### config.mk
export PLATFORM = sky130hd
export DESIGN_NAME = fb_reader_flat
export DESIGN_NICKNAME = d
export VERILOG_FILES = /design/src/rtl/fractal_pkg.sv /design/src/rtl/fb_reader_if.sv /design/src/rtl/fb_reader_colour_map.sv /design/src/rtl/fb_reader.sv /design/src/flat_wrapper.sv
export SDC_FILE = /design/constraint.sdc
export NUM_CORES = 1
export LEC_CHECK = 0
export CAP_MARGIN = 25
export CORE_UTILIZATION = 51
export CTS_CLUSTER_DIAMETER = 150
export DETAILED_ROUTE_END_ITERATION = 10
export PLACE_DENSITY = 0.89
export SYNTH_ARGS = -nofsm -noshare
export SYNTH_HDL_FRONTEND = slang
export SYNTH_HIERARCHICAL = 1
export SYNTH_SLANG_ARGS = --single-unit
### constraint.sdc
create_clock -name Clk_100M -period 2.6 [get_ports Clk_100M]
set_input_delay 0.65 -clock Clk_100M [delete_from_list [all_inputs] [get_ports Clk_100M]]
set_output_delay 0.65 -clock Clk_100M [all_outputs]
set_load 0.03 [all_outputs]
### src/rtl/fractal_pkg.sv
// Constants and types shared by the frame-buffer reader and writer.
package fractal_pkg;

  localparam int H_ACTIVE_C = 640;
  localparam int V_ACTIVE_C = 480;
  localparam int FB_ADDR_W  = 19;
  localparam int DIV_W      = 7;

  typedef logic [11:0]          rgb12_t;
  typedef logic [FB_ADDR_W-1:0] fb_addr_t;
  typedef logic [DIV_W-1:0]     div_cnt_t;

  // Greyscale ramp: the top four bits of the count drive all three channels.
  function automatic rgb12_t grey12(input div_cnt_t count);
    return {count[6:3], count[6:3], count[6:3]};
  endfunction

endpackage

### src/rtl/fb_reader_if.sv
// Synchronous read port of the frame buffer: address/strobe out, data back one clock later.
interface fb_reader_if;
  import fractal_pkg::*;

  fb_addr_t addr_r;
  logic     rd_en;
  div_cnt_t dout;

  modport master (output addr_r, output rd_en, input  dout);
  modport slave  (input  addr_r, input  rd_en, output dout);

endinterface

### src/rtl/fb_reader_colour_map.sv
// Divergence count to RGB 4:4:4. FB_READER_PALETTE_EN selects the 16-entry palette,
// otherwise a greyscale ramp is produced.
module colour_map
  import fractal_pkg::*;
(
  input  div_cnt_t count_i,
  output rgb12_t   rgb_o
);

`ifdef FB_READER_PALETTE_EN
  // blue -> cyan -> yellow -> red, then back towards blue
  always_comb begin
    // NOTE: a default before the case keeps this purely combinational (no latch).
    rgb_o = '0;
    case (count_i[3:0])
      4'd0:  rgb_o = 12'h00F;
      4'd1:  rgb_o = 12'h05F;
      4'd2:  rgb_o = 12'h0AF;
      4'd3:  rgb_o = 12'h0FF;
      4'd4:  rgb_o = 12'h0FA;
      4'd5:  rgb_o = 12'h5F5;
      4'd6:  rgb_o = 12'hAF0;
      4'd7:  rgb_o = 12'hFF0;
      4'd8:  rgb_o = 12'hFC0;
      4'd9:  rgb_o = 12'hF80;
      4'd10: rgb_o = 12'hF40;
      4'd11: rgb_o = 12'hF00;
      4'd12: rgb_o = 12'hC03;
      4'd13: rgb_o = 12'h806;
      4'd14: rgb_o = 12'h409;
      4'd15: rgb_o = 12'h00C;
      default: rgb_o = '0;
    endcase
  end
`else
  assign rgb_o = grey12(count_i);
`endif

endmodule

### src/rtl/fb_reader.sv
// Frame-buffer read side: raster -> address -> RAM -> colour, syncs delayed to match.
// Colour mapping is selected by FB_READER_PALETTE_EN (see colour_map).
module fb_reader
  import fractal_pkg::*;
#(
  parameter int H_ACTIVE = H_ACTIVE_C,
  parameter int V_ACTIVE = V_ACTIVE_C,
  parameter int MAX_ITER = 100
) (
  input  logic        Clk_100M,
  input  logic        reset,
  input  logic        pixel_tick,
  input  logic        video_on,
  input  logic [9:0]  pixel_x,
  input  logic [9:0]  pixel_y,
  input  logic        hsync_in,
  input  logic        vsync_in,
  input  logic        read_enable,
  fb_reader_if.master fb,
  output logic        HS,
  output logic        VS,
  output rgb12_t      COLOUR_OUT,
  output fb_addr_t    in_set_count
);

  localparam logic [9:0] H_LIM   = 10'(H_ACTIVE);
  localparam logic [9:0] V_LIM   = 10'(V_ACTIVE);
  localparam fb_addr_t   LINE_W  = fb_addr_t'(H_ACTIVE);
  localparam div_cnt_t   MAX_CNT = div_cnt_t'(MAX_ITER);

  fb_addr_t addr_q,  addr_d;
  logic     rd_en_q, rd_en_d;
  logic     valid_q, valid_d;
  rgb12_t   colour_q, colour_d;
  logic [2:0] hs_q, hs_d, vs_q, vs_d;
  fb_addr_t acc_q, acc_d;
  fb_addr_t in_set_count_q, in_set_count_d;
  logic     blank_seen_q, blank_seen_d;
  logic     frame_live_q, frame_live_d;

  logic     frame_start, live_now, read_ok, in_set, snap;
  fb_addr_t pixel_addr;
  rgb12_t   mapped;

  colour_map u_colour_map (
    .count_i (fb.dout),
    .rgb_o   (mapped)
  );

  // The frame-start tick itself already honours the freshly sampled read_enable.
  assign frame_start = pixel_tick && (pixel_x == '0) && (pixel_y == '0);
  assign live_now    = frame_start ? read_enable : frame_live_q;
  assign read_ok     = video_on && (pixel_x < H_LIM) && (pixel_y < V_LIM) && live_now;
  assign pixel_addr  = fb_addr_t'(pixel_y) * LINE_W + fb_addr_t'(pixel_x);

  assign in_set = valid_q && (fb.dout == MAX_CNT);
  assign snap   = pixel_tick && (pixel_y == V_LIM) && !blank_seen_q;

  always_comb begin
    frame_live_d   = frame_start ? read_enable : frame_live_q;
    addr_d         = addr_q;
    rd_en_d        = 1'b0;
    if (pixel_tick && read_ok) begin
      addr_d  = pixel_addr;
      rd_en_d = 1'b1;
    end

    valid_d  = rd_en_q;
    colour_d = (valid_q && !in_set) ? mapped : '0;
    hs_d     = {hs_q[1:0], hsync_in};
    vs_d     = {vs_q[1:0], vsync_in};

    blank_seen_d   = pixel_tick ? (pixel_y == V_LIM) : blank_seen_q;
    in_set_count_d = in_set_count_q;
    acc_d          = acc_q;
    if (snap) begin
      in_set_count_d = acc_q;
      acc_d          = '0;
    end else if (in_set && (acc_q != '1)) begin
      acc_d = acc_q + 1'b1;
    end
  end

  // NOTE: state updates use non-blocking assignments so every register sees pre-edge values.
  always_ff @(posedge Clk_100M or negedge reset) begin
    if (!reset) begin
      frame_live_q   <= 1'b0;
      addr_q         <= '0;
      rd_en_q        <= 1'b0;
      valid_q        <= 1'b0;
      colour_q       <= '0;
      hs_q           <= '1;
      vs_q           <= '1;
      acc_q          <= '0;
      in_set_count_q <= '0;
      blank_seen_q   <= 1'b0;
    end else begin
      frame_live_q   <= frame_live_d;
      addr_q         <= addr_d;
      rd_en_q        <= rd_en_d;
      valid_q        <= valid_d;
      colour_q       <= colour_d;
      hs_q           <= hs_d;
      vs_q           <= vs_d;
      acc_q          <= acc_d;
      in_set_count_q <= in_set_count_d;
      blank_seen_q   <= blank_seen_d;
    end
  end

  assign fb.addr_r    = addr_q;
  assign fb.rd_en     = rd_en_q;
  assign COLOUR_OUT   = colour_q;
  assign HS           = hs_q[2];
  assign VS           = vs_q[2];
  assign in_set_count = in_set_count_q;

endmodule

### src/flat_wrapper.sv
// flat-port wrapper written by rule: the top's interface ports become plain ports
module fb_reader_flat import fractal_pkg::*;
#(
  parameter int H_ACTIVE = H_ACTIVE_C,
  parameter int V_ACTIVE = V_ACTIVE_C,
  parameter int MAX_ITER = 100
)
  (Clk_100M, reset, pixel_tick, video_on, pixel_x, pixel_y, hsync_in, vsync_in, read_enable, HS, VS, COLOUR_OUT, in_set_count, fb_addr_r, fb_rd_en, fb_dout);
  fb_reader_if fb_i ();
  input  logic Clk_100M;
  input  logic reset;
  input  logic pixel_tick;
  input  logic video_on;
  input  logic [9:0] pixel_x;
  input  logic [9:0] pixel_y;
  input  logic hsync_in;
  input  logic vsync_in;
  input  logic read_enable;
  output logic HS;
  output logic VS;
  output rgb12_t COLOUR_OUT;
  output fb_addr_t in_set_count;
  output wire logic [$bits(fb_i.addr_r)-1:0] fb_addr_r;
  output wire logic [$bits(fb_i.rd_en)-1:0] fb_rd_en;
  input wire logic [$bits(fb_i.dout)-1:0] fb_dout;
  assign fb_addr_r = fb_i.addr_r;
  assign fb_rd_en = fb_i.rd_en;
  assign fb_i.dout = fb_dout;
  fb_reader #(.H_ACTIVE(H_ACTIVE), .V_ACTIVE(V_ACTIVE), .MAX_ITER(MAX_ITER)) u_core (.Clk_100M(Clk_100M), .reset(reset), .pixel_tick(pixel_tick), .video_on(video_on), .pixel_x(pixel_x), .pixel_y(pixel_y), .hsync_in(hsync_in), .vsync_in(vsync_in), .read_enable(read_enable), .fb(fb_i), .HS(HS), .VS(VS), .COLOUR_OUT(COLOUR_OUT), .in_set_count(in_set_count));
endmodule
* Word-level counts from Yosys, hierarchy flattened
Index checks and enable logic that the tools add are counted.
Operators by class: add/subtract/negate cells 2, order comparisons 2, div/mod/pow operators 0, $mul 1, eq/ne operators 3, reduce and logical (&&, ||, !) cells 16, shift-type cells 0, muxes and demuxes 5, bitwise operators 0
Operators by type and width (count):
- $mux 19 | 2
- $logic_not 10->1 | 2
- $add 19x1->19 const B | 1
- $add 19x10->19 | 1
- $ne 19x19->1 const B | 1
- $mul 10x3->12 const B | 1
- $mux 12 | 1
- $logic_and 1x1->1 | 11
- $eq 10x9->1 const B | 1
- $lt 10x10->1 const B | 1
- $lt 10x9->1 const B | 1
- $eq 7x7->1 const B | 1
- $logic_not 1->1 | 2
- $mux 1 | 2
- $reduce_bool 2->1 | 1
Storage, ports and cells: memories 0, latch bits 0, output and inout bits 53, register bits 79, word-level logic and storage cells 39, memory bits (writable) 0, input bits 34, memory bits (read-only) 0

* Longest topological paths before layout
Gate-level depths: netlist of the first run.
word-level depth 7, depth in mapped cells 9, mapped depth without buffers 9

* Modules after synthesis
The synthesis of the first run kept the hierarchy.
Modules (own cells, without submodules):
- fb_reader | cells an instance 369, instances 1, area an instance 3893.7 um^2
- colour_map | cells an instance 12, instances 1, area an instance 90.1 um^2

* Worst setup path after synthesis of the first run
OpenSTA, ideal clock, no wires.
kind input to register, from in pixel_y[1], to reg u_core.addr_q[18] (netlist: u_core/fb.addr_r[18]), arrival 3.024 ns, stages on the path 8, slack -0.506 ns, required time 2.518 ns, cell sequence ha_1 ha_1 fa_1 a211o_1 a2111o_1 o311a_1 or4_1 a31oi_1
On the way: word-level cells in the longest chain between the ends 5, elaborated cells between the ends (all ways) 9
Ends and longest elaborated chain:
- from (decl) | line flat_wrapper.sv:15 | input logic [9:0] pixel_y;
- branches (longest 5 deep; another with $add 19x10->19)
- to (signal assigned) | line fb_reader.sv:99 | addr_q <= addr_d;
- to (decl) | line fb_reader.sv:31 | fb_addr_t addr_q, addr_d;
Several ways; the timed one is not identified. A chain may end at the register's enable or synchronous reset.

* Final worst setup path of the first run
from in pixel_y[3], to reg u_core.addr_q[18] (netlist: u_core/fb.addr_r[18])
Same word-level chain as after synthesis.

==> Implementation_results.wiki, run 1 <==
{| class="wikitable"
! Metric !! Value
|-
| Timing endpoint of the critical path || u_core/fb.addr_r[18]
|-
| Average size of a mapped cell || 10.5 um2
|-
| Number of antenna violations at the first check in global routing || 0
|-
| Area added between synthesis and finish || 46.9%
|-
| Leading area contributor after synthesis || dfrtp_1
|-
| Seq/Total Area, Yosys || between 40% and 50%
|-
| Category of the worst setup path capture point || flop
|-
| Final number of setup-violating endpoints || 2
|-
| Final nets || 579
|-
| Port Buffer Count || between 80 and 90
|-
| Critical path type || input pin to flop
|-
| Utilization of the core after routing || a little under 80%
|-
| Slew Limit Headroom || 57.6%
|-
| Worst-margin pin slew || about 0.63 ns
|-
| Main synth FF type || dfrtp_1
|-
| Clock tree from TritonCTS || done
|-
| Drt first-iter violations || a little over 200
|-
| Number of buffers added by the clock tree synthesis step || 9
|-
| Vertical die dimension || 90.4 um
|-
| Final clock period utilization by the worst path || 107%
|-
| Post-detailed-routing wire length || about 10,000 um
|-
| Global-route wire length before repair || between 15,000 and 20,000 um
|-
| Power density over the cells || ~470 mW/mm2
|-
| Vias in the first global route || around 3,400
|-
| Root buffer cell || clkbuf_8
|-
| Drt drc || 0
|-
| Placeable core region || between 0.007 and 0.008 mm2
|-
| Post-DRT Antenna Nets || 0
|-
| Commonest non-fill, non-tap cell in the layout || clkdlybuf4s50_1
|-
| Placed wire-length estimate || between 6000 and 7000 um
|-
| Worst-case register-to-register setup slack || approximately 0.25 ns
|-
| Hold violation count in the final report || 0
|-
| Later-pin clock latency in the skew report || around 0.35 ns
|-
| R2R Path Start || u_core/acc_q[4]
|-
| Maximum number of pins on one net before global-route repair || 46
|-
| Required time of the critical path || around 2.9 ns
|-
| Number of pins exceeding their max-slew limit in the final report || 0
|-
| Status || finished with violations
|-
| Final global-route overflow total || 0
|-
| Clock sinks || just under 80
|-
| Maximum count of clock buffers along a single path || 2
|-
| Die extent in x || about 90 um
|-
| Final clock skew || around 0.0082 ns
|-
| Mapped Nets || 437
|-
| Vias after detailed routing || roughly 3,400
|-
| Leakage power || roughly 2.7 nW
|-
| DR pass1 iterations || 5
|-
| Maximum resistive drop on vdd || approximately 0.27 mV
|-
| Post-synth ARST share || between 90% and 100%
|-
| H-tree lvl count || 3
|-
| Overall track demand over capacity in global routing || 25.1%
|-
| Critical path startpoint || pixel_y[3]
|-
| Max-capacitance violation count || 0
|-
| Number of warnings reported in the yosys synthesis log || 6
|-
| Cells taking the most area after synthesis || dfrtp_1 (46%), ha_1 (6.3%), nand2_1 (5.6%), dfstp_2 (4.0%), xnor2_1 (3.3%)
|-
| #FFs+latches synth || a little under 80
|-
| Time the final worst path needs with I/O delays and setup || 2.78 ns
|-
| Final setup slack of the worst path || -0.177 ns
|-
| I/O Pins || just under 90
|-
| R2R cell count || 6
|-
| Cells after synthesis || approximately 380
|-
| Number of antenna repair diodes || 0
|-
| Data arrival time at the worst-slack endpoint || approximately 3.0 ns
|-
| Most frequent cells in the layout || clkdlybuf4s50_1 (75), dfrtp_1 (73), buf_4 (66)
|-
| Achievable clock frequency || 0.360 GHz
|-
| Final std cells w/o fill || between 600 and 700
|-
| Summed instance area of the synthesized netlist || ~0.004 mm2
|-
| Vias per cell || 5.38
|-
| Share of layout cells above drive strength 1 || roughly a quarter
|-
| Distinct cells, synth || 57
|-
| Fraction of synthesized cell area taken by the top area cell type || between 40% and 50%
|-
| Row count || 31
|-
| Effective utilization at floorplan || 53.8%
|-
| Number of enable flip-flop cells after synthesis || 0
|-
| Unrepaired setup endpoints after global routing || yes
|-
| Reg2Reg Capture Point || u_core/acc_q[9]
|-
| Die area || between 0.008 and 0.009 mm2
|-
| Tightest Hold Check Type || input pin to async pin
|-
| Cells after DPL || approximately 600
|-
| Violations in the final reports || setup timing
|-
| Worst-path clk slew || about 0.080 ns
|-
| Maximum fanout along the worst path || 3
|-
| Average detailed-routed wire length per instance || approximately 16 um
|-
| Final weighted congestion of routability-driven global placement || 0.876
|-
| Critical path startpoint category || input pin
|}
-- final cells by class --
cell class / instances / area [um2]
clock buffer: 11 / 131
clock inverter: 5 / 58.8
fill: 458 / 1560
inverter: 12 / 45.0
multi-input combinational: 268 / 2110
sequential: 79 / 1980
tap: 99 / 124
timing repair buffer: 153 / 1400
-- per-stage QoR --
| stage | power (mW) | setup slack, ns | hold slack [ns] | instance area, um2 | setup TNS, ns |
|---|---|---|---|---|---|
| global placement | 1.72 | -0.926 | 0.347 | 5350 | -20.00 |
| finish | 2.73 | -0.177 | 0.298 | 5850 | -0.214 |
| detailed placement | 1.73 | -0.991 | 0.347 | 5350 | -21.66 |
| CTS | 2.68 | -0.140 | 0.307 | 5760 | -0.140 |
| global route | 2.84 | -0.227 | 0.326 | 5850 | -0.441 |
| floorplan | 1.48 | -0.369 | 0.345 | 4010 | -0.564 |
-- flip-flops by register name, indices dropped and copies added, names as in the netlist --
signal	flops
u_core/acc_q	19
u_core/fb.addr_r	19
u_core/in_set_count	19
u_core/COLOUR_OUT	12
u_core/hs_q	3
u_core/vs_q	3
u_core/blank_seen_q	1
u_core/fb.rd_en	1
u_core/frame_live_q	1
u_core/valid_q	1
-- report_power, final --
group	total (mW)	switching [mW]	internal (mW)
logic	0.599	0.285	0.314
clock network	0.889	0.445	0.444
registers	1.24	0.00131	1.24
total	2.73	0.730	1.99
-- Yosys cell counts, types with 4 or more instances --
cell and instances:
a21oi_1 16, and2_1 12, and4_1 5, buf_2 5, buf_4 13, clkbuf_1 4, dfrtp_1 73, dfstp_2 6
ha_1 20, inv_1 12, mux2_1 11, nand2_1 59, nand3_1 6, nand4_1 8, nor2_1 32, nor3_1 7
nor3b_1 4, nor4_1 5, o21a_1 4, o21ai_0 5, o21ai_1 5, xnor2_1 15, xor2_1 11
-- cells by family after synthesis --
group,share of synthesized area [%]
AOI/OAI and AO/OA,9.14
and+or+nand+nor,19.2
buffers and inverters,4.59
adders and majority gates,7.29
DFF,49.8
xor gates and xnor gates,6.12
muxes,3.89
-- metal layers --
metal  share of wire [%]  GRT usage, %  vias up
met1                  41          31.7     1619
met5                   0             0        -
met4                 1.6          6.72        0
li1                    -             -     1594
met3                 5.2          4.71       15
met2                  52          44.3      145
-- worst min path at each step --
stage	startpoint	to	slack (ns)	depth (start not counted)
detailed placement	u_core/hs_q[0]	u_core/hs_q[1]	0.35	0
global placement	u_core/vs_q[1]	u_core/vs_q[2]	0.35	0
finish	reset	u_core/in_set_count[3]	0.30	1
CTS	reset	u_core/COLOUR_OUT[6]	0.31	1
global route	reset	u_core/in_set_count[13]	0.33	1
floorplan	reset	u_core/COLOUR_OUT[0]	0.35	0
-- worst max-delay path: stages --
cell,delay [ns]
buf_8,0.10
ha_4,0.23
ha_4,0.16
fa_2,0.34
a211o_1,0.34
a2111o_1,0.39
o311a_1,0.16
or4_4,0.52
a31oi_1,0.14
-- timing repair --
action | in CTS | in global routing
setup endpoints to repair | 8 | 9
hold buffers | 0 | 0
gates resized for setup | 47 | 16
setup buffers | 6 | 2
pin swaps | 15 | 10
Power figures use the tool's default switching activity.
==> run 2, diff against run 1 <==
CORE_UTILIZATION = 53   (was 51)
CTS_BUF_LIST = sky130_fd_sc_hd__clkbuf_8   (was not set)
PLACE_DENSITY = 0.92   (was 0.89)
SLEW_MARGIN = 20   (was not set)
==> run 2 against run 1 <==
Net effect:
- critical path depth is the same
- hold slack lost 0.0050 ns
- wire length grew 1.3%
- register-to-register slack improved by 0.07 ns
- the flow still finishes with violations (setup timing)
- global-route usage increased by 2.5 points
- sequential share of layout area is 0.17 points higher
- power rose by 3.9%
- sequential cell count did not move
- largest cell class unchanged
- count of clock-buffer cells in the layout decreased by 2
- cell area down 0.49%
- cell count decreased by 1.1%
==> Implementation_results.wiki, run 2 (synthesis gave the netlist of run 1 again) <==
{| class="wikitable"
! Metric !! Value
|-
| Number of pins exceeding their max-slew limit in the final report || 0 (unchanged)
|-
| Final global-route overflow total || 0 (unchanged)
|-
| I/O Pins || 87 (unchanged)
|-
| Most frequent cells in the layout || clkdlybuf4s50_1 (76), dfrtp_1 (73), buf_4 (59), nand2_1 (59), nor2_1 (32)
|-
| Port Buffer Count || 86 (unchanged)
|-
| Category of the worst setup path capture point || flop
|-
| Vertical die dimension || 88.7 um (-1.9%)
|-
| Slew Limit Headroom || 58.4% (+0.86 points)
|-
| Placeable core region || 0.00725 mm2 (-2.1%)
|-
| Final std cells w/o fill || 620 (-1.1%)
|-
| Utilization of the core after routing || 80.3% (+1.3 points)
|-
| Worst-margin pin slew || 0.622 ns (-0.0120 ns)
|-
| Cells after DPL || 602 (-0.17%)
|-
| Max-capacitance violation count || 0 (unchanged)
|-
| Overall track demand over capacity in global routing || 27.6% (+2.5 points)
|-
| Status || finished with violations
|-
| Worst-case register-to-register setup slack || 0.32 ns (+0.07 ns)
|-
| Final standard cell area without fillers || 0.00582 mm2 (-0.49%)
|-
| Critical-path top delay cell || or4_1
|-
| WHS || 0.293 ns (-0.00504 ns)
|-
| Drt first-iter violations || 124 (-40%)
|-
| Critical path cell sequence || dlygate4sd2_1 -> ha_4 -> ha_4 -> o21a_2 -> a2111o_1 -> o311ai_4 -> nand4_4 -> or4_1 -> a31oi_1
|-
| Critical path buffers and inverters || 1 (unchanged)
|-
| Row count || 31 (unchanged)
|-
| Commonest non-fill, non-tap cell in the layout || clkdlybuf4s50_1
|-
| Number of buffers added by the clock tree synthesis step || 9 (unchanged)
|-
| Fin Setup TNS || -0.117 ns (+0.0975 ns)
|-
| Global-route track usage on met3 || 5.04% (+0.32 points)
|-
| Die area || 0.00787 mm2 (-3.7%)
|-
| Final clock skew || 0.0104 ns (+0.00215 ns)
|-
| Tightest Hold Check Type || input pin to async pin
|-
| Final number of setup-violating endpoints || 1 (-1)
|-
| Maximum single-stage delay on the critical path || 0.48 ns (-0.04 ns)
|-
| CP top delay family || compound AO/OA/AOI/OAI gates
|-
| Final setup slack of the worst path || -0.117 ns (+0.0599 ns)
|-
| Critical path type || input pin to flop
|-
| Critical path startpoint category || input pin
|-
| Achievable clock frequency || 0.368 GHz (+2.2%)
|-
| Time the final worst path needs with I/O delays and setup || 2.72 ns (-0.0599 ns)
|-
| Clock tree from TritonCTS || done
|-
| Number of hold buffers added after CTS || 0 (unchanged)
|-
| Maximum fanout along the worst path || 3 (unchanged)
|-
| Final clock period utilization by the worst path || 104% (-2.3 points)
|-
| Number of antenna repair diodes || 0 (unchanged)
|-
| Global-route wire length before repair || 16,200 um (-1.3%)
|-
| Worst-path clk slew || 0.08 ns (about the same)
|-
| Placed instance area || 0.00533 mm2 (-0.37%)
|-
| Leakage power || 2.67 nW (-0.36%)
|-
| Final weighted congestion of routability-driven global placement || 0.868 (-0.94%)
|-
| DR pass1 iterations || 4 (-1)
|-
| Post-DRT Antenna Nets || 0 (unchanged)
|-
| Met2 usage in global routing || 49.7% (+5.4 points)
|-
| Drt drc || 0 (unchanged)
|-
| Effective utilization at floorplan || 54.9% (+1.2 points)
|-
| Power density over the cells || 486 mW/mm2 (+4.4%)
|-
| Later-pin clock latency in the skew report || 0.35 ns (about the same)
|-
| Share of layout cells above drive strength 1 || 23.8% (-0.82 points)
|-
| H-tree lvl count || 3 (unchanged)
|-
| Area added between synthesis and finish || 46.2%
|-
| Most used cell along the critical path || ha_4
|-
| Vias after detailed routing || 3,375 (+0.059%)
|-
| Unrepaired setup endpoints after global routing || yes
|-
| Required time of the critical path || 2.88 ns (about the same)
|-
| Global-route track usage on met1 || 32.8% (+1.1 points)
|-
| Maximum count of clock buffers along a single path || 2 (unchanged)
|-
| Data arrival time at the worst-slack endpoint || 2.99 ns (-0.05 ns)
|-
| Post-detailed-routing wire length || 10,500 um (+1.3%)
|-
| Placed wire-length estimate || 6940 um (+2.7%)
|-
| Hold violation count in the final report || 0 (unchanged)
|-
| Maximum number of pins on one net before global-route repair || 44 (-4.3%)
|-
| Die extent in x || 88.7 um (-1.9%)
|-
| Maximum resistive drop on vdd || 0.274 mV (+0.40%)
|-
| Vias in the first global route || 3,407 (+0.24%)
|-
| Vias per cell || 5.44 (+1.2%)
|-
| Root buffer cell || clkbuf_8
|-
| Clock sinks || 79 (unchanged)
|-
| Final nets || 572 (-1.2%)
|-
| Violations in the final reports || setup timing
|-
| Most congested layer reported by global routing || met2
|-
| Number of antenna violations at the first check in global routing || 0 (unchanged)
|-
| Average detailed-routed wire length per instance || 16.9 um (+2.5%)
|}
run 2: report_power, final:
group	total, mW	internal (mW)	switching, mW
sequential	1.24	1.24	0.00126
combinational	0.581	0.304	0.277
clock	1.01	0.544	0.468
total	2.83	2.08	0.747
run 2: layout make-up:
cell class                      count  area [um2]
Clock buffer                        9         124
Clock inverter                      7        96.3
Fill cell                         458        1430
Inverter                           12        45.0
Multi-Input combinational cell    268        2110
Sequential cell                    79        1980
Tap cell                           99         124
Timing Repair Buffer              146        1340
run 2: repair_timing:
| item | CTS | global route |
|---|---|---|
| setup buffers | 3 | 0 |
| pin swaps | 13 | 5 |
| resized for setup | 49 | 12 |
| endpoints found under the setup margin | 14 | 21 |
run 2: per-stage QoR:
| stage | setup slack (ns) | power, mW |
|---|---|---|
| floorplan | -0.369 | 1.48 |
| global placement | -0.916 | 1.72 |
| detailed placement | -1.01 | 1.73 |
| CTS | -0.101 | 2.81 |
| global route | -0.194 | 2.95 |
| finish | -0.117 | 2.83 |
run 2: worst paths after layout:
kind / startpoint / endpoint / cells after the start
min in group Clk_100M: u_core/hs_q[1] / u_core/hs_q[2] / 0
worst min register to register: u_core/hs_q[1] / u_core/hs_q[2] / 0
worst min-delay path: reset / u_core/acc_q[18] / 1
max in group asynchronous: reset / u_core/fb.addr_r[16] / 2
worst max-delay path: pixel_y[5] / u_core/fb.addr_r[18] / 9
worst max register to register: u_core/acc_q[3] / u_core/acc_q[9] / 6
run 2: per-layer routing:
| metal | share of wire [%] | wire length [um] |
|---|---|---|
| met2 | 53 | 5590 |
| met4 | 1.5 | 161 |
| met5 | 0 | 0 |
| met1 | 41 | 4250 |
| met3 | 4.5 | 467 |
==> RTL edit 1: new RTL, config.mk and constraints of run 2 <==
Add an input register stage for `pixel_x`; this delays it by one clock. The other inputs are not delayed to match.
--- a/src/rtl/fb_reader.sv
+++ b/src/rtl/fb_reader.sv
@@ -28,6 +28,12 @@
   localparam fb_addr_t   LINE_W  = fb_addr_t'(H_ACTIVE);
   localparam div_cnt_t   MAX_CNT = div_cnt_t'(MAX_ITER);
 
+  logic [9:0] pixel_x_q;
+
+  always_ff @(posedge Clk_100M) begin
+    pixel_x_q <= pixel_x;
+  end
+
   fb_addr_t addr_q,  addr_d;
   logic     rd_en_q, rd_en_d;
   logic     valid_q, valid_d;
@@ -48,10 +54,10 @@
   );
 
   // The frame-start tick itself already honours the freshly sampled read_enable.
-  assign frame_start = pixel_tick && (pixel_x == '0) && (pixel_y == '0);
+  assign frame_start = pixel_tick && (pixel_x_q == '0) && (pixel_y == '0);
   assign live_now    = frame_start ? read_enable : frame_live_q;
-  assign read_ok     = video_on && (pixel_x < H_LIM) && (pixel_y < V_LIM) && live_now;
-  assign pixel_addr  = fb_addr_t'(pixel_y) * LINE_W + fb_addr_t'(pixel_x);
+  assign read_ok     = video_on && (pixel_x_q < H_LIM) && (pixel_y < V_LIM) && live_now;
+  assign pixel_addr  = fb_addr_t'(pixel_y) * LINE_W + fb_addr_t'(pixel_x_q);
 
   assign in_set = valid_q && (fb.dout == MAX_CNT);
   assign snap   = pixel_tick && (pixel_y == V_LIM) && !blank_seen_q;
Behaviour: not the same (a bounded check fails within 4 cycles, from zero or initial values and one cycle with reset low).
==> RTL edit 1 against run 2 <==
The run still ends with negative setup slack left. Wire length down 4.8%. Cell area up 1.4%. Sequential power up 14%. Sequential cell count up 10. Cell count up 2.4%. Clock skew up 13 ps. Power up 3.0%. Clock power down 3%. Critical path type unchanged. Register-to-register slack worse by 100 ps. Area after synthesis up 6.8%. Die area up 6.7%. Worst setup slack better by 14 ps.
==> RTL edit 1: results (changes against run 2) <==
.. list-table::
   :header-rows: 1

   * - Metric
     - Value
   * - WL met1
     - 3960 µm (-6.8%)
   * - Layout Skew
     - 23.4 ps (+13.0 ps)
   * - Clock network latency to the later pin of the worst-skew pair
     - 370 ps (+20 ps)
   * - Met2 track utilization from global routing
     - 0.430 (-0.0674)
   * - Proportion of register bits with asynchronous set or reset after synthesis
     - 0.888 (-0.112)
   * - Min setup slack post-route
     - -103 ps (+13.7 ps)
   * - Result of the run
     - finished with violations
   * - Setup slack after placement
     - -1030 ps (-23.4 ps)
   * - VDD IR max
     - 0.365 mV (+33%)
   * - Synth Area in Compound Gates
     - 0.0914 (about the same)
   * - Layout inverter count without the clock tree
     - 8 (-4)
   * - Minimum hold slack
     - 205 ps (-87.6 ps)
   * - Share of layout cells above drive strength 1
     - 0.229 (-0.00911)
   * - Commonest cells in the netlist
     - 73 x sky130_fd_sc_hd__dfrtp_1, 67 x sky130_fd_sc_hd__nand2_1, 26 x sky130_fd_sc_hd__nor2_1, 20 x sky130_fd_sc_hd__ha_1, 17 x sky130_fd_sc_hd__xor2_1
   * - Count of non-CTS buffers in the layout
     - 144 (-1.4%)
   * - Synth area leaders
     - sky130_fd_sc_hd__dfrtp_1 43%, sky130_fd_sc_hd__nand2_1 5.9%, sky130_fd_sc_hd__ha_1 5.9%
   * - Wire length of the first global-routing pass
     - 16400 µm (+1.3%)
   * - Psw
     - 0.779 mW (+4.3%)
   * - Violated checks
     - negative setup slack
   * - Detailed placer's ending HPWL
     - 7150 µm (+3.0%)
   * - Vias per cell
     - 5.44 (-0.13%)
   * - Global-route usage over all layers
     - 0.253 (-0.0234)
   * - Final weighted congestion in routability-driven placement
     - 0.874 (+0.75%)
   * - Endpoints failing setup
     - 2 (+1)
   * - Share of the synthesized netlist area taken by xor and xnor gates
     - 0.0576 (-0.00361)
   * - Fin nets
     - 584 (+2.1%)
   * - Slowest-stage cell, CP
     - sky130_fd_sc_hd__a2111o_1
   * - Flip-flop and latch count
     - 89 (+13%)
RTL edit 1: cell count changes after synthesis, moves of 6 or more:
cell,change
sky130_fd_sc_hd__nand2_1,+8
sky130_fd_sc_hd__a21oi_1,-6
sky130_fd_sc_hd__xor2_1,+6
sky130_fd_sc_hd__mux2_2,+6
sky130_fd_sc_hd__nor2_1,-6
sky130_fd_sc_hd__dfxtp_1,+10
RTL edit 1: timing repair:
item,in CTS,in global routing
endpoints found under the setup margin,7,18
cloned,0,0
pin swaps,15,0
resized for setup,37,5
hold buffers,0,0
buffers inserted,1,0
RTL edit 1: stage by stage:
| stage | util | setup TNS (ps) |
|---|---|---|
| 3_5_place_dp | 0.724 | -17520 |
| 4_1_cts | 0.761 | -82.0 |
| 2_1_floorplan | - | -768 |
| 3_3_place_gp | 0.724 | -14070 |
| 5_1_grt | 0.764 | -402 |
| 6_report | 0.764 | -196 |
RTL edit 1: worst min-delay path by stage:
stage                                        end            from
final                     u_core/in_set_count[3]           reset
after global routing      u_core/in_set_count[1]           reset
after CTS                 u_core/in_set_count[3]           reset
after detailed placement          u_core/vs_q[2]  u_core/vs_q[1]
after floorplan             u_core/COLOUR_OUT[0]           reset
after global placement            u_core/vs_q[1]  u_core/vs_q[0]
RTL edit 1: critical path: cells and delay by family:
| family | cells | cell delay, ps |
|---|---|---|
| AOI/OAI and AO/OA | 6 | 1460 |
| adders and majority gates | 2 | 580 |
| buffers and inverters | 1 | 260 |
RTL edit 1: power groups by stage:
stage / clock [mW] / sequential, mW / combinational [mW]
final: 0.975 / 1.41 / 0.533
after global routing: 1.05 / 1.41 / 0.578
after CTS: 0.992 / 1.41 / 0.519
after detailed placement: 0 / 1.43 / 0.489
after global placement: 0 / 1.43 / 0.476
after floorplan: 0 / 1.43 / 0.243
==> RTL edit 2: new RTL, config.mk and constraints of run 2 <==
Made on the original files. Build with the macro `FB_READER_PALETTE_EN` defined.
--- a/src/rtl/fb_reader_colour_map.sv
+++ b/src/rtl/fb_reader_colour_map.sv
@@ -1,5 +1,7 @@
 // Divergence count to RGB 4:4:4. FB_READER_PALETTE_EN selects the 16-entry palette,
 // otherwise a greyscale ramp is produced.
+`define FB_READER_PALETTE_EN
+
 module colour_map
   import fractal_pkg::*;
 (
Behaviour: not the same (a bounded check fails within 4 cycles, from zero or initial values and one cycle with reset low).
==> RTL edit 2 against run 2 <==
The run still ends with negative setup slack left. Area after synthesis up 2.2%. Via count up 4.3%. Worst setup slack got worse by 21 ps. Wire length grew 4.1%. Critical path depth unchanged. Fmax down 0.77%. Count of clock-buffer cells in the layout increased by 2. Sequential cell count did not move. Power shrank 0.44%. Cell area up 6.0%. Non-clock buffer count increased by 24. Largest cell class unchanged. Largest power group unchanged.
==> RTL edit 2: results (changes against run 2) <==
.. list-table::
   :header-rows: 1

   * - Metric
     - Value
   * - Clock-cell share
     - 0.0349 (-0.00293)
   * - Crit path from
     - pixel_y[2]
   * - Non-clock buffer share
     - 0.249 (+0.0189)
   * - Endpoints failing setup
     - 3 (+2)
   * - Layout Skew
     - 23.5 ps (+13.1 ps)
   * - Drt initial violations
     - 169 (+36%)
   * - Number of nets produced by synthesis
     - 414 (-5.3%)
   * - Final weighted congestion in routability-driven placement
     - 0.842 (-2.9%)
   * - Number of cells upsized or downsized after cts
     - 51 (+4.1%)
   * - Share of synthesized area occupied by flip-flops and latches
     - 0.487 (-0.0109)
   * - # clk buffers
     - 11 (+2)
   * - Met3 WL post-DR
     - 592 µm (+27%)
   * - Detailed placer's ending HPWL
     - 7290 µm (+5.1%)
   * - Headroom to the max-slew limit
     - 0.571 (-0.0131)
   * - Min setup slack post-route
     - -138 ps (-21.1 ps)
   * - Proportion of cell area occupied by registers
     - 0.322 (-0.0191)
   * - Result of the run
     - finished with violations
   * - Leakage Power
     - 2.83 nW (+5.7%)
   * - Growth of design area from synthesis to finish
     - 51.5%
   * - Final routed wire length divided by cell count
     - 17.2 µm (+1.9%)
   * - Average footprint of a synthesized cell
     - 11.4 µm² (+8.8%)
   * - Clk pin slew, worst setup/hold paths
     - 100 ps (+20 ps)
   * - Setup slack after placement
     - -922 ps (+86.9 ps)
   * - Wire length of the first global-routing pass
     - 16800 µm (+3.7%)
   * - Global Route met1 Usage
     - 0.327 (-0.000636)
   * - Violated checks
     - negative setup slack
   * - Share of layout cells above drive strength 1
     - 0.345 (+0.107)
   * - DP Cell Count
     - 609 (+1.2%)
   * - WL met1
     - 4300 µm (+1.4%)
   * - Number of combinational gates with multiple inputs
     - 256 (-4.5%)
   * - Final TNS setup
     - -281 ps (-165 ps)
   * - Global-route usage over all layers
     - 0.281 (+0.00469)
## RTL edit 2: worst paths after layout
| kind | to | slack (ps) | cells after the start |
|---|---|---|---|
| setup / recovery | u_core/fb.addr_r[18] | -140 | 9 |
| hold / removal | u_core/in_set_count[6] | 320 | 1 |
| setup reg to reg | u_core/acc_q[5] | 310 | 8 |
| hold reg to reg | u_core/vs_q[1] | 360 | 0 |
| max in group asynchronous | u_core/hs_q[0] | 1600 | 2 |
| min in group Clk_100M | u_core/vs_q[1] | 360 | 0 |
## RTL edit 2: power by group
group / total (mW) / internal, mW / switching [mW]
Clock: 0.970 / 0.503 / 0.467
Combinational: 0.607 / 0.316 / 0.290
Sequential: 1.24 / 1.24 / 0.00334
Total: 2.82 / 2.06 / 0.761
## RTL edit 2: cells by family after synthesis
group	after synthesis	synth area share
simple gates	109	0.143
flops	79	0.487
buf+inv	23	0.0270
xor+xnor	28	0.0602
mux	32	0.0916
fa+ha+maj	22	0.0713
compound gates	65	0.119
